$ cat src/rtl/sdram_port_arbiter.sv
// Round-robin arbiter sharing one single-word SDRAM controller port between requester A
// (UART MCU) and requester B (Pi bus bridge); one transaction in flight, with a watchdog abort.
module sdram_port_arbiter #(
    parameter int ADDR_W = 24,
    parameter int DATA_W = 16,
    parameter int TO_W   = 10
) (
    input  logic              sys_clk,
    input  logic              sys_rst,
    input  logic              a_req,
    input  logic              a_we,
    input  logic [ADDR_W-1:0] a_addr,
    input  logic [DATA_W-1:0] a_wdata,
    output logic              a_ack,
    output logic [DATA_W-1:0] a_rdata,
    input  logic              b_req,
    input  logic              b_we,
    input  logic [ADDR_W-1:0] b_addr,
    input  logic [DATA_W-1:0] b_wdata,
    output logic              b_ack,
    output logic [DATA_W-1:0] b_rdata,
    output logic              mem_req,
    output logic              mem_we,
    output logic [ADDR_W-1:0] mem_addr,
    output logic [DATA_W-1:0] mem_wdata,
    input  logic              mem_ack,
    input  logic [DATA_W-1:0] mem_rdata,
    output logic              busy,
    output logic              err
);

    typedef enum logic [1:0] {
        ST_IDLE = 2'd0,
        ST_WAIT = 2'd1,
        ST_DONE = 2'd2
    } state_t;

    localparam logic [TO_W-1:0] WD_ZERO = {TO_W{1'b0}};
    localparam logic [TO_W-1:0] WD_ONE  = {{(TO_W-1){1'b0}}, 1'b1};
    localparam logic [TO_W-1:0] WD_MAX  = {TO_W{1'b1}};

    state_t              state_r, state_s;
    logic                last_b_r, last_b_s;
    logic                gnt_b_r, gnt_b_s;
    logic [TO_W-1:0]     wd_r, wd_s, wd_inc_s;
    logic                take_b_s;
    logic [DATA_W-1:0]   resp_s;
    logic                mem_req_s, mem_we_s;
    logic [ADDR_W-1:0]   mem_addr_s;
    logic [DATA_W-1:0]   mem_wdata_s;
    logic                a_ack_s, b_ack_s, err_s;
    logic [DATA_W-1:0]   a_rdata_s, b_rdata_s;

    assign wd_inc_s = wd_r + WD_ONE;

    // Next-state and next-output computation for the grant/wait/done sequence.
    always_comb begin
        state_s     = state_r;
        last_b_s    = last_b_r;
        gnt_b_s     = gnt_b_r;
        wd_s        = wd_r;
        mem_req_s   = mem_req;
        mem_we_s    = mem_we;
        mem_addr_s  = mem_addr;
        mem_wdata_s = mem_wdata;
        a_ack_s     = 1'b0;
        b_ack_s     = 1'b0;
        err_s       = 1'b0;
        a_rdata_s   = a_rdata;
        b_rdata_s   = b_rdata;
        resp_s      = {DATA_W{1'b0}};
        // B wins when it is alone, or when both ask and A was served last.
        take_b_s    = b_req & (~a_req | ~last_b_r);
        case (state_r)
            ST_IDLE: begin
                if (a_req || b_req) begin
                    state_s     = ST_WAIT;
                    mem_req_s   = 1'b1;
                    mem_we_s    = take_b_s ? b_we : a_we;
                    mem_addr_s  = take_b_s ? b_addr : a_addr;
                    mem_wdata_s = take_b_s ? b_wdata : a_wdata;
                    last_b_s    = take_b_s;
                    gnt_b_s     = take_b_s;
                    wd_s        = WD_ZERO;
                end else begin
                    state_s = ST_IDLE;
                end
            end
            ST_WAIT: begin
                // A controller ack in the saturating cycle is a normal completion.
                if (mem_ack || (wd_inc_s == WD_MAX)) begin
                    state_s   = ST_DONE;
                    mem_req_s = 1'b0;
                    resp_s    = mem_ack ? mem_rdata : {DATA_W{1'b0}};
                    err_s     = ~mem_ack;
                    if (gnt_b_r) begin
                        b_ack_s   = 1'b1;
                        b_rdata_s = resp_s;
                    end else begin
                        a_ack_s   = 1'b1;
                        a_rdata_s = resp_s;
                    end
                end else begin
                    wd_s = wd_inc_s;
                end
            end
            ST_DONE: begin
                state_s = ST_IDLE;
            end
            default: begin
                state_s   = ST_IDLE;
                mem_req_s = 1'b0;
            end
        endcase
    end

    // State, arbitration history and registered outputs.
    always_ff @(posedge sys_clk) begin
        if (sys_rst) begin
            state_r   <= ST_IDLE;
            last_b_r  <= 1'b1;
            gnt_b_r   <= 1'b0;
            wd_r      <= WD_ZERO;
            mem_req   <= 1'b0;
            mem_we    <= 1'b0;
            mem_addr  <= {ADDR_W{1'b0}};
            mem_wdata <= {DATA_W{1'b0}};
            a_ack     <= 1'b0;
            b_ack     <= 1'b0;
            a_rdata   <= {DATA_W{1'b0}};
            b_rdata   <= {DATA_W{1'b0}};
            err       <= 1'b0;
            busy      <= 1'b0;
        end else begin
            state_r   <= state_s;
            last_b_r  <= last_b_s;
            gnt_b_r   <= gnt_b_s;
            wd_r      <= wd_s;
            mem_req   <= mem_req_s;
            mem_we    <= mem_we_s;
            mem_addr  <= mem_addr_s;
            mem_wdata <= mem_wdata_s;
            a_ack     <= a_ack_s;
            b_ack     <= b_ack_s;
            a_rdata   <= a_rdata_s;
            b_rdata   <= b_rdata_s;
            err       <= err_s;
            busy      <= (state_s != ST_IDLE);
        end
    end

endmodule
$ cat config.mk
export PLATFORM = sky130hd
export DESIGN_NAME = sdram_port_arbiter
export DESIGN_NICKNAME = d
export VERILOG_FILES = /design/src/rtl/sdram_port_arbiter.sv
export SDC_FILE = /design/constraint.sdc
export NUM_CORES = 1
export LEC_CHECK = 0
export ABC_AREA = 1
export CORE_ASPECT_RATIO = 0.75
export CORE_MARGIN = 2
export CORE_UTILIZATION = 60
export CTS_BUF_LIST = sky130_fd_sc_hd__clkbuf_4 sky130_fd_sc_hd__clkbuf_8
export CTS_CLUSTER_SIZE = 25
export DETAILED_ROUTE_END_ITERATION = 16
export DONT_BUFFER_PORTS = 1
export PLACE_DENSITY = 0.81
export SLEW_MARGIN = 20
export SYNTH_ARGS = -nofsm -noshare
export SYNTH_HDL_FRONTEND = slang
export SYNTH_SLANG_ARGS = --single-unit
export TNS_END_PERCENT = 10
$ cat constraint.sdc
create_clock -name sys_clk -period 3.5 [get_ports sys_clk]
set_input_delay 0.35 -clock sys_clk [delete_from_list [all_inputs] [get_ports sys_clk]]
set_output_delay 0.35 -clock sys_clk [all_outputs]
set_load 0.02 [all_outputs]
Word level (Yosys, flattened, before mapping)
Cells that the tools add are included.

operators by class
  add/sub/neg operators = 1
  eq/ne operators = 6
  mux-type cells = 15
  bitwise operators = 9
  reductions and logical operators = 11

operators by type and width
  kind                   number
  $mux 16                2
  $mux 24                1
  $mux 10                2
  $pmux 10 s2            1
  $reduce_and 3->1       4
  $add 10x1->10 const B  1
  $eq 10x10->1 const B   1
  $not 1->1              7
  $mux 1                 6
  $ne 2x2->1 const B     3
  $pmux 2 s2             1
  $reduce_bool 2->1      2
  $pmux 1 s3             1
  $reduce_or 3->1        1
  $eq 2x1->1 const B     1
  $eq 2x2->1 const B     1
  $logic_not 2->1        1
  $logic_or 1x1->1       2
  $mux 2                 1
  $reduce_and 2->1       1
  $and 1x1->1            1
  $or 1x1->1             1

word-level totals
  register bits = 92
  bits of input ports = 103
  output and inout port bits = 78
  word-level logic and storage cells = 56

Logic depth before layout (Yosys ltp)
Gate-level depths: netlist (run 1).

  depth after elaboration = 6
  gate-level depth with buffers = 15
  gate-level depth less buffers = 14

Worst setup path before layout (run 1)
Ideal clock, no wire load.

  path type = register -> register
  start = register wd_r[1]
  end = register b_rdata[11]
  library setup time = 0.113 ns
  arrival time = 1.691 ns
  data required time = 3.387 ns
  path slack = 1.696 ns
  stages on the path, launching flop included = 14
  path buffers = 1
  clock period less this slack = 1.804 ns
  cells stage by stage = dfxtp_1 -> ha_1 -> nand2_1 -> inv_1 -> nand3_1 -> nand2_1 -> nand3_1 -> nor2_1 -> nand2_2 -> nand2_4 -> nand3_4 -> buf_2 -> nor2_1 -> nor2_1

between the ends
  longest elaborated chain between the ends = 4

RTL lines
  item                               line  text
  from (decl)                        45    logic [TO_W-1:0] wd_r, wd_s, wd_inc_s;
  from (signal assigned)             138   wd_r <= wd_s;
  $add 10x1->10                      54    assign wd_inc_s = wd_r + WD_ONE;
  $eq 10x10->1                       91    if (mem_ack || (wd_inc_s == WD_MAX)) begin
  $logic_or 1x1->1                   91
  $reduce_and 3->1 (no source line)  -
  to (signal assigned)               131   b_rdata <= {DATA_W{1'b0}};
  to (signal assigned)               146   b_rdata <= b_rdata_s;
  to (decl)                          21    output logic [DATA_W-1:0] b_rdata,

Every way passes these cells.
A chain may end at the register's enable or synchronous reset.

Final worst setup path (run 1)
  start = register state_r[1]
  end = register mem_req

between the ends
  longest elaborated chain between the ends = 3
  elaborated cells on any way between the ends = 8
  classes of those cells = 4 x eq/ne; 1 x mux; 1 x bitwise; 2 x reduce/logical

RTL lines
  item                                                             line  text
  from (decl)                                                      42    state_t state_r, state_s;
  from (signal assigned)                                           135   state_r <= state_s;
  $eq 2x1->1, or another cell as far along                         74    case (state_r)
  $ne 2x2->1 (no source line) / $not 1->1 (equally long branches)  -
  $reduce_and 3->1 (no source line)                                -
  to (signal assigned)                                             139   mem_req <= mem_req_s;
  to (decl)                                                        22    output logic mem_req,

Parallel ways exist; a longest one is shown, timed or not.

==> run summary, run 1 <==
========================================================================================
Max-slew violation count                                                               0
Number of setup buffers added after CTS                                                0
Power per unit of standard cell area                                          512 mW/mm²
Setup tns final                                                                     0 ns
Pin count of the biggest net entering global routing                                  84
Number of instances in the synthesized netlist                                       611
Shortest clock period the worst path allows after layout                         2.43 ns
Root buffer selected by CTS                                                 sky130_fd_sc_hd__clkbuf_8
Buffer depth of the longest clock path                                                 2
Crit Reg-Reg Startpoint                                                     state_r[1]$_SDFF_PP0_
CTS HTree Levels                                                                       3
Antenna-violating nets left                                                            0
Sequential Area                                                              0.00184 mm²
Detail-routed net length per standard cell                                       14.1 µm
Final-layout fill cell count                                                         609
Syn_area_per_cell                                                               6.78 µm²
Design Power                                                                     2.20 mW
Detailed-placement wirelength estimate                                           6730 µm
Startpoint type of the worst setup path                                             flop
Area growth from synthesis to layout                                               3.89%
Peak supply drop                                                              0.000301 V
Post-route DRC                                                                         0
Worst hold path depth                                                                  1
Worst Path Max Fanout                                                                 83
Worst-margin pin slew                                                           0.875 ns
Hold bufs inserted after CTS                                                           0
Overall die area                                                             0.00759 mm²
Seq/Total Area, Yosys                                                              44.4%
Row count                                                                             26
Number of storage elements in the synthesis netlist                                   92
Setup skew after layout                                                        0.0125 ns
Class of the most critical hold timing path                                       in2reg
Total placed cells including tap cells                                               662
Vias per cell                                                                       5.45
Final worst-path cycle share                                                       69.3%
Total I/O pin count                                                                  181
Internal reg-to-reg setup slack                                                  1.07 ns
Number of diodes added for antenna fixing                                              0
Vert. Die Dim                                                                    76.0 µm
WP data required                                                                 3.74 ns
Pre-CTS WS                                                                       1.32 ns
Via count of the first global-routing pass                                          3554
CTS sink count                                                                        92
Final worst slack                                                                1.07 ns
Arrival time at the worst endpoint                                               2.66 ns
Number of antenna violations at the first check in global routing                      0
Peak Freq                                                                        412 MHz
Post-route insts no fill                                                             678
Commonest non-fill, non-tap cells in the layout                             189 x sky130_fd_sc_hd__nand2_1, 92 x sky130_fd_sc_hd__dfxtp_1, 71 x sky130_fd_sc_hd__inv_1
Gr usage total                                                                     25.8%
Number of buffers added on ports                                                       0
NumNets Final                                                                        694
Number of search-and-repair iterations in the first detailed-routing pass              5
Most frequent standard cell in the layout excluding fill and tap cells      sky130_fd_sc_hd__nand2_1
Combined area of the multi-input logic cells                                 0.00188 mm²
Post-layout instance area                                                    0.00431 mm²
First element of the critical path                                          state_r[1]$_SDFF_PP0_
Slowest stage cell, crit path                                               sky130_fd_sc_hd__clkinv_2
Placer's final routability congestion estimate                                     0.889
Critical path endpoint category                                                     flop
Die boundary width                                                                100 µm
Detailed-route wire length                                                       9560 µm
Hold violation count in the final report                                               0
Final Setup Violations                                                                 0
Relative slew margins                                                              41.6%
Result of the run                                                           finished clean
Post-synth cell types                                                                 25
Crit Path Category                                                               reg2reg
DR vias                                                                             3694
Core region area                                                             0.00673 mm²
Placed inst area                                                             0.00413 mm²
Capture point of the worst reg-to-reg path                                  mem_req$_SDFFE_PP0P_
GR Overflow Total                                                                      0
Clock transition at path regs                                                    0.09 ns
Unrepaired setup endpoints after global routing                                       no
Critical path endpoint                                                      mem_req$_SDFFE_PP0P_
Number of buffers created by CTS                                                       9
Worst Reg2Reg Path Length in Cells                                                     5
Leakage                                                                          1.97 nW
Number of nets produced by synthesis                                                 716
Wire length of the first global-routing pass                                    15900 µm
Cells along the critical path                                               nor2_1 > o21ai_1 > clkinv_2 > o21ai_0 > a21oi_1
Count of max-cap constraint violations                                                 0
CTS-repair resized insts                                                               0
Violation count after the first detailed-route iteration                             137
Critical Path Max Stage Delay                                                    0.88 ns
Post-Synthesis Cell Area                                                     0.00414 mm²
Initial cell density of the core                                                   61.5%
Latest clock arrival within the worst-skew pair                                  0.37 ns
Fraction of final layout cells sized beyond drive strength 1                       5.56%
TritonCTS clock tree                                                                 yes
Warning count from the yosys run                                                       0
========================================================================================
flip-flops by register name (all words and copies together) (netlist names):
signal     flops
a_ack          1
a_rdata       16
b_ack          1
b_rdata       16
busy           1
err            1
gnt_b_r        1
last_b_r       1
mem_addr      24
mem_req        1
mem_wdata     16
mem_we         1
state_r        2
wd_r          10
per-stage QoR:
step | hold WS, ns | util, %
5_1_grt | 0.0229 | 63.9
2_1_floorplan | 0.419 | -
3_3_place_gp | 0.421 | 61.3
6_report | 0.0418 | 63.9
3_5_place_dp | 0.423 | 61.3
4_1_cts | 0.0297 | 63.9
per-layer routing:
| layer | GRT usage [%] | routed length, µm |
|---|---|---|
| met1 | 29.4 | 3960 |
| met3 | 8.72 | 696 |
| met2 | 44.5 | 4690 |
| met5 | 0 | 0 |
| met4 | 10.4 | 210 |
Yosys cell counts:
cell type                    n  area share [%]
sky130_fd_sc_hd__nor2_1     69             6.3
sky130_fd_sc_hd__nand3_4     2            0.85
sky130_fd_sc_hd__o21ai_0    51             6.2
sky130_fd_sc_hd__or2_0       1            0.15
sky130_fd_sc_hd__clkinv_1    1           0.090
sky130_fd_sc_hd__o21ai_1     1            0.12
sky130_fd_sc_hd__nand2_4     1            0.27
sky130_fd_sc_hd__nor3_1      1            0.12
sky130_fd_sc_hd__nand3b_1    1            0.18
sky130_fd_sc_hd__buf_6       2            0.54
sky130_fd_sc_hd__nand4_1    12             1.8
sky130_fd_sc_hd__a21oi_1     9             1.1
sky130_fd_sc_hd__xnor2_1     2            0.42
sky130_fd_sc_hd__ha_1        2            0.60
sky130_fd_sc_hd__nand2_2     2            0.30
sky130_fd_sc_hd__nor2_2      3            0.45
sky130_fd_sc_hd__inv_1      74             6.7
sky130_fd_sc_hd__a31oi_1    42             6.3
sky130_fd_sc_hd__nand3_1    18             2.2
sky130_fd_sc_hd__nand2_1   189              17
sky130_fd_sc_hd__nor3_2      1            0.24
sky130_fd_sc_hd__nand3_2     2            0.48
sky130_fd_sc_hd__dfxtp_1    92              44
sky130_fd_sc_hd__buf_2       3            0.36
sky130_fd_sc_hd__clkbuf_1   30             2.7
critical path, delay by kind of cell (launching register included):
family                 cells  cell delay (ns)
AOI/OAI and AO/OA          3             0.95
buffers and inverters      1             0.88
DFF                        1             0.37
and+or+nand+nor            1             0.09
power by group:
part | internal, mW | total (mW) | switching [mW]
Combinational | 0.0802 | 0.260 | 0.180
Clock | 0.267 | 0.657 | 0.390
Sequential | 1.13 | 1.29 | 0.156
Total | 1.48 | 2.20 | 0.726
layout make-up:
type | count | area share [%]
multi-input combinational | 409 | 43.7
clock inverter | 7 | 1.28
inverter | 75 | 6.57
clock buffer | 9 | 2.88
sequential | 92 | 42.8
timing repair buffer | 2 | 0.349
tap | 84 | 2.44
worst min path at each step:
stage | to | slack [ns] | startpoint
4_1_cts | gnt_b_r$_SDFFE_PP0P_ | 0.03 | sys_rst
3_3_place_gp | state_r[0]$_SDFF_PP0_ | 0.42 | sys_rst
5_1_grt | gnt_b_r$_SDFFE_PP0P_ | 0.02 | sys_rst
3_5_place_dp | gnt_b_r$_SDFFE_PP0P_ | 0.42 | sys_rst
6_report | busy$_SDFF_PP0_ | 0.04 | sys_rst
2_1_floorplan | gnt_b_r$_SDFFE_PP0P_ | 0.42 | sys_rst
cells by family after synthesis:
family / synth area share (%)
buffers and inverters: 10.4
DFF: 44.4
xor gates and xnor gates: 0.423
AOI/OAI and AO/OA: 13.7
and+or+nand+nor: 30.4
adders and majority gates: 0.604
Note: power is estimated with default switching activity, not from simulation.
==> inputs of run 2 (changes only) <==
Clock period 3.5 ns to 2.28 ns, I/O delays scaled along.
==> run 2 against run 1 <==
Clock skew decreased by 0.00073 ns. Total power increased by 60%. Routed wire length rose by 1.3%. Die area unchanged. Worst setup slack worse by 0.86 ns. Clock power rose by 70%. Register-to-register slack got worse by 0.86 ns.
==> run summary, run 2 (synthesized netlist as in run 1, its figures left out) <==
========================================================================================
Slowest stage cell, crit path                                               sky130_fd_sc_hd__dfxtp_1
Peak Freq                                                                        484 MHz
Final worst-path cycle share                                                       90.6%
Vias per cell                                                                       5.45
Worst-margin pin slew                                                           0.633 ns
Core region area                                                             0.00673 mm²
Placed inst area                                                             0.00418 mm²
Post-route insts no fill                                                             686
Critical path depth in cells                                                          12
Gr usage total                                                                     25.3%
Root buffer selected by CTS                                                 sky130_fd_sc_hd__clkbuf_8
Internal reg-to-reg setup slack                                                  0.21 ns
Final Setup Violations                                                                 0
WP data required                                                                 2.53 ns
GR Overflow Total                                                                      0
Setup skew after layout                                                        0.0118 ns
Number of buffers added on ports                                                       0
Buffer depth of the longest clock path                                                 2
Pin count of the biggest net entering global routing                                  58
Wire length of the first global-routing pass                                    15800 µm
P_int                                                                            2.42 mW
Setup tns final                                                                     0 ns
Commonest non-fill, non-tap cells in the layout                             189 x sky130_fd_sc_hd__nand2_1, 92 x sky130_fd_sc_hd__dfxtp_1, 72 x sky130_fd_sc_hd__inv_1
Area growth from synthesis to layout                                               7.22%
Total placed cells including tap cells                                               666
Number of search-and-repair iterations in the first detailed-routing pass              4
Vert. Die Dim                                                                    76.0 µm
Crit path buffers/inverters                                                            1
Number of buffers created by CTS                                                       9
Leakage                                                                          2.03 nW
Max-slew violation count                                                               0
Family with the most delay on the worst path                                simple AND/OR/NAND/NOR gates
Number of antenna violations at the first check in global routing                      0
Switching fraction of total power                                                  31.2%
Critical Path Max Stage Delay                                                    0.40 ns
NumNets Final                                                                        702
Cells along the critical path                                               ha_1 > nand2_1 > inv_1 > nand3_1 > nand2_1 > nand3_1 > nor2_1 > nand2_2 > nand2_4 > nand3_4 > nor2_1 > nor2_1
CTS HTree Levels                                                                       3
Number of diodes added for antenna fixing                                              0
Latest clock arrival within the worst-skew pair                                  0.36 ns
Unrepaired setup endpoints after global routing                                      yes
CTS sink count                                                                        92
Worst Reg2Reg Path Length in Cells                                                    12
Violation count after the first detailed-route iteration                             144
Pre-CTS WS                                                                      0.195 ns
Hold violation count in the final report                                               0
Combinational share of power                                                       12.1%
Class of the most critical hold timing path                                       in2reg
Sequential Area                                                              0.00184 mm²
Worst Path Max Fanout                                                                 17
Initial cell density of the core                                                   61.5%
Clock transition at path regs                                                    0.09 ns
Count of max-cap constraint violations                                                 0
Startpoint type of the worst setup path                                             flop
Combined area of the multi-input logic cells                                 0.00192 mm²
Result of the run                                                           finished clean
Final-layout fill cell count                                                         596
Antenna-violating nets left                                                            0
Via count of the first global-routing pass                                          3546
Detailed-placement wirelength estimate                                           6730 µm
Critical path endpoint category                                                     flop
Final hold slack                                                               0.0163 ns
Net switching power                                                              1.10 mW
Relative slew margins                                                              57.5%
Cell repeated most along the worst path                                     sky130_fd_sc_hd__nor2_1
Overall die area                                                             0.00759 mm²
Number of flip-flops under the largest register name                                  24
Power share of the clock group                                                     31.8%
Most frequent standard cell in the layout excluding fill and tap cells      sky130_fd_sc_hd__nand2_1
Register containing the most flip-flops in the final layout                     mem_addr
Power per unit of standard cell area                                          793 mW/mm²
Final worst slack                                                               0.214 ns
Util after Layout                                                                  66.0%
Post-route DRC                                                                         0
Post-layout instance area                                                    0.00444 mm²
DR vias                                                                             3741
Row count                                                                             26
Crit Path Category                                                               reg2reg
Worst hold path depth                                                                  2
Design Power                                                                     3.52 mW
Shortest clock period the worst path allows after layout                         2.07 ns
Number of setup buffers added after CTS                                                0
Sequential Power Share                                                             56.0%
Peak supply drop                                                              0.000429 V
Fraction of final layout cells sized beyond drive strength 1                       6.31%
Arrival time at the worst endpoint                                               2.32 ns
Placer's final routability congestion estimate                                     0.884
Detail-routed net length per standard cell                                       14.1 µm
TritonCTS clock tree                                                                 yes
Detailed-route wire length                                                       9680 µm
Total I/O pin count                                                                  181
Die boundary width                                                                100 µm
========================================================================================
[run 2: repair_timing]
item	CTS	global route
hold endpoints to repair	6	1
resized for setup	0	2
setup endpoints to repair	0	37
hold buffers	1	1
[run 2: cell type report]
class                           count  area share, %
Clock buffer                       10           3.10
Clock inverter                      6           1.58
Inverter                           75           6.34
Multi-Input combinational cell    411           43.1
Sequential cell                    92           41.5
Tap cell                           84           2.37
Timing Repair Buffer                8           2.03
[run 2: final timing paths]
path | from | endpoint
setup / recovery | wd_r[1]$_SDFFE_PP0P_ | a_rdata[2]$_SDFFE_PP0P_
hold reg to reg | wd_r[6]$_SDFFE_PP0P_ | wd_r[6]$_SDFFE_PP0P_
hold / removal | a_addr[19] | mem_addr[19]$_SDFFE_PP0P_
setup reg to reg | wd_r[1]$_SDFFE_PP0P_ | a_rdata[2]$_SDFFE_PP0P_
[run 2: power groups by stage]
stage	Sequential, mW	Combinational (mW)	Clock [mW]
floorplan	1.97	0.345	0
global placement	2.01	0.396	0
detailed placement	2.01	0.412	0
CTS	1.97	0.415	1.14
global route	1.99	0.503	1.21
finish	1.97	0.427	1.12
[run 2: worst register-to-register path: cells and delay by family, from the launching register on]
family,cells,cell delay [ns]
AND/OR/NAND/NOR,10,1.24
buffers and inverters,1,0.11
adder cells (fa/ha/maj),1,0.22
flip-flops,1,0.40
[run 2: per-layer routing]
layer	vias to the layer above	global-route usage [%]	share of wire, %
li1	1910	-	-
met3	17	8.26	7.8
met5	-	0	0
met4	0	10.1	1.8
met2	150	42.7	49
met1	1664	29.8	42
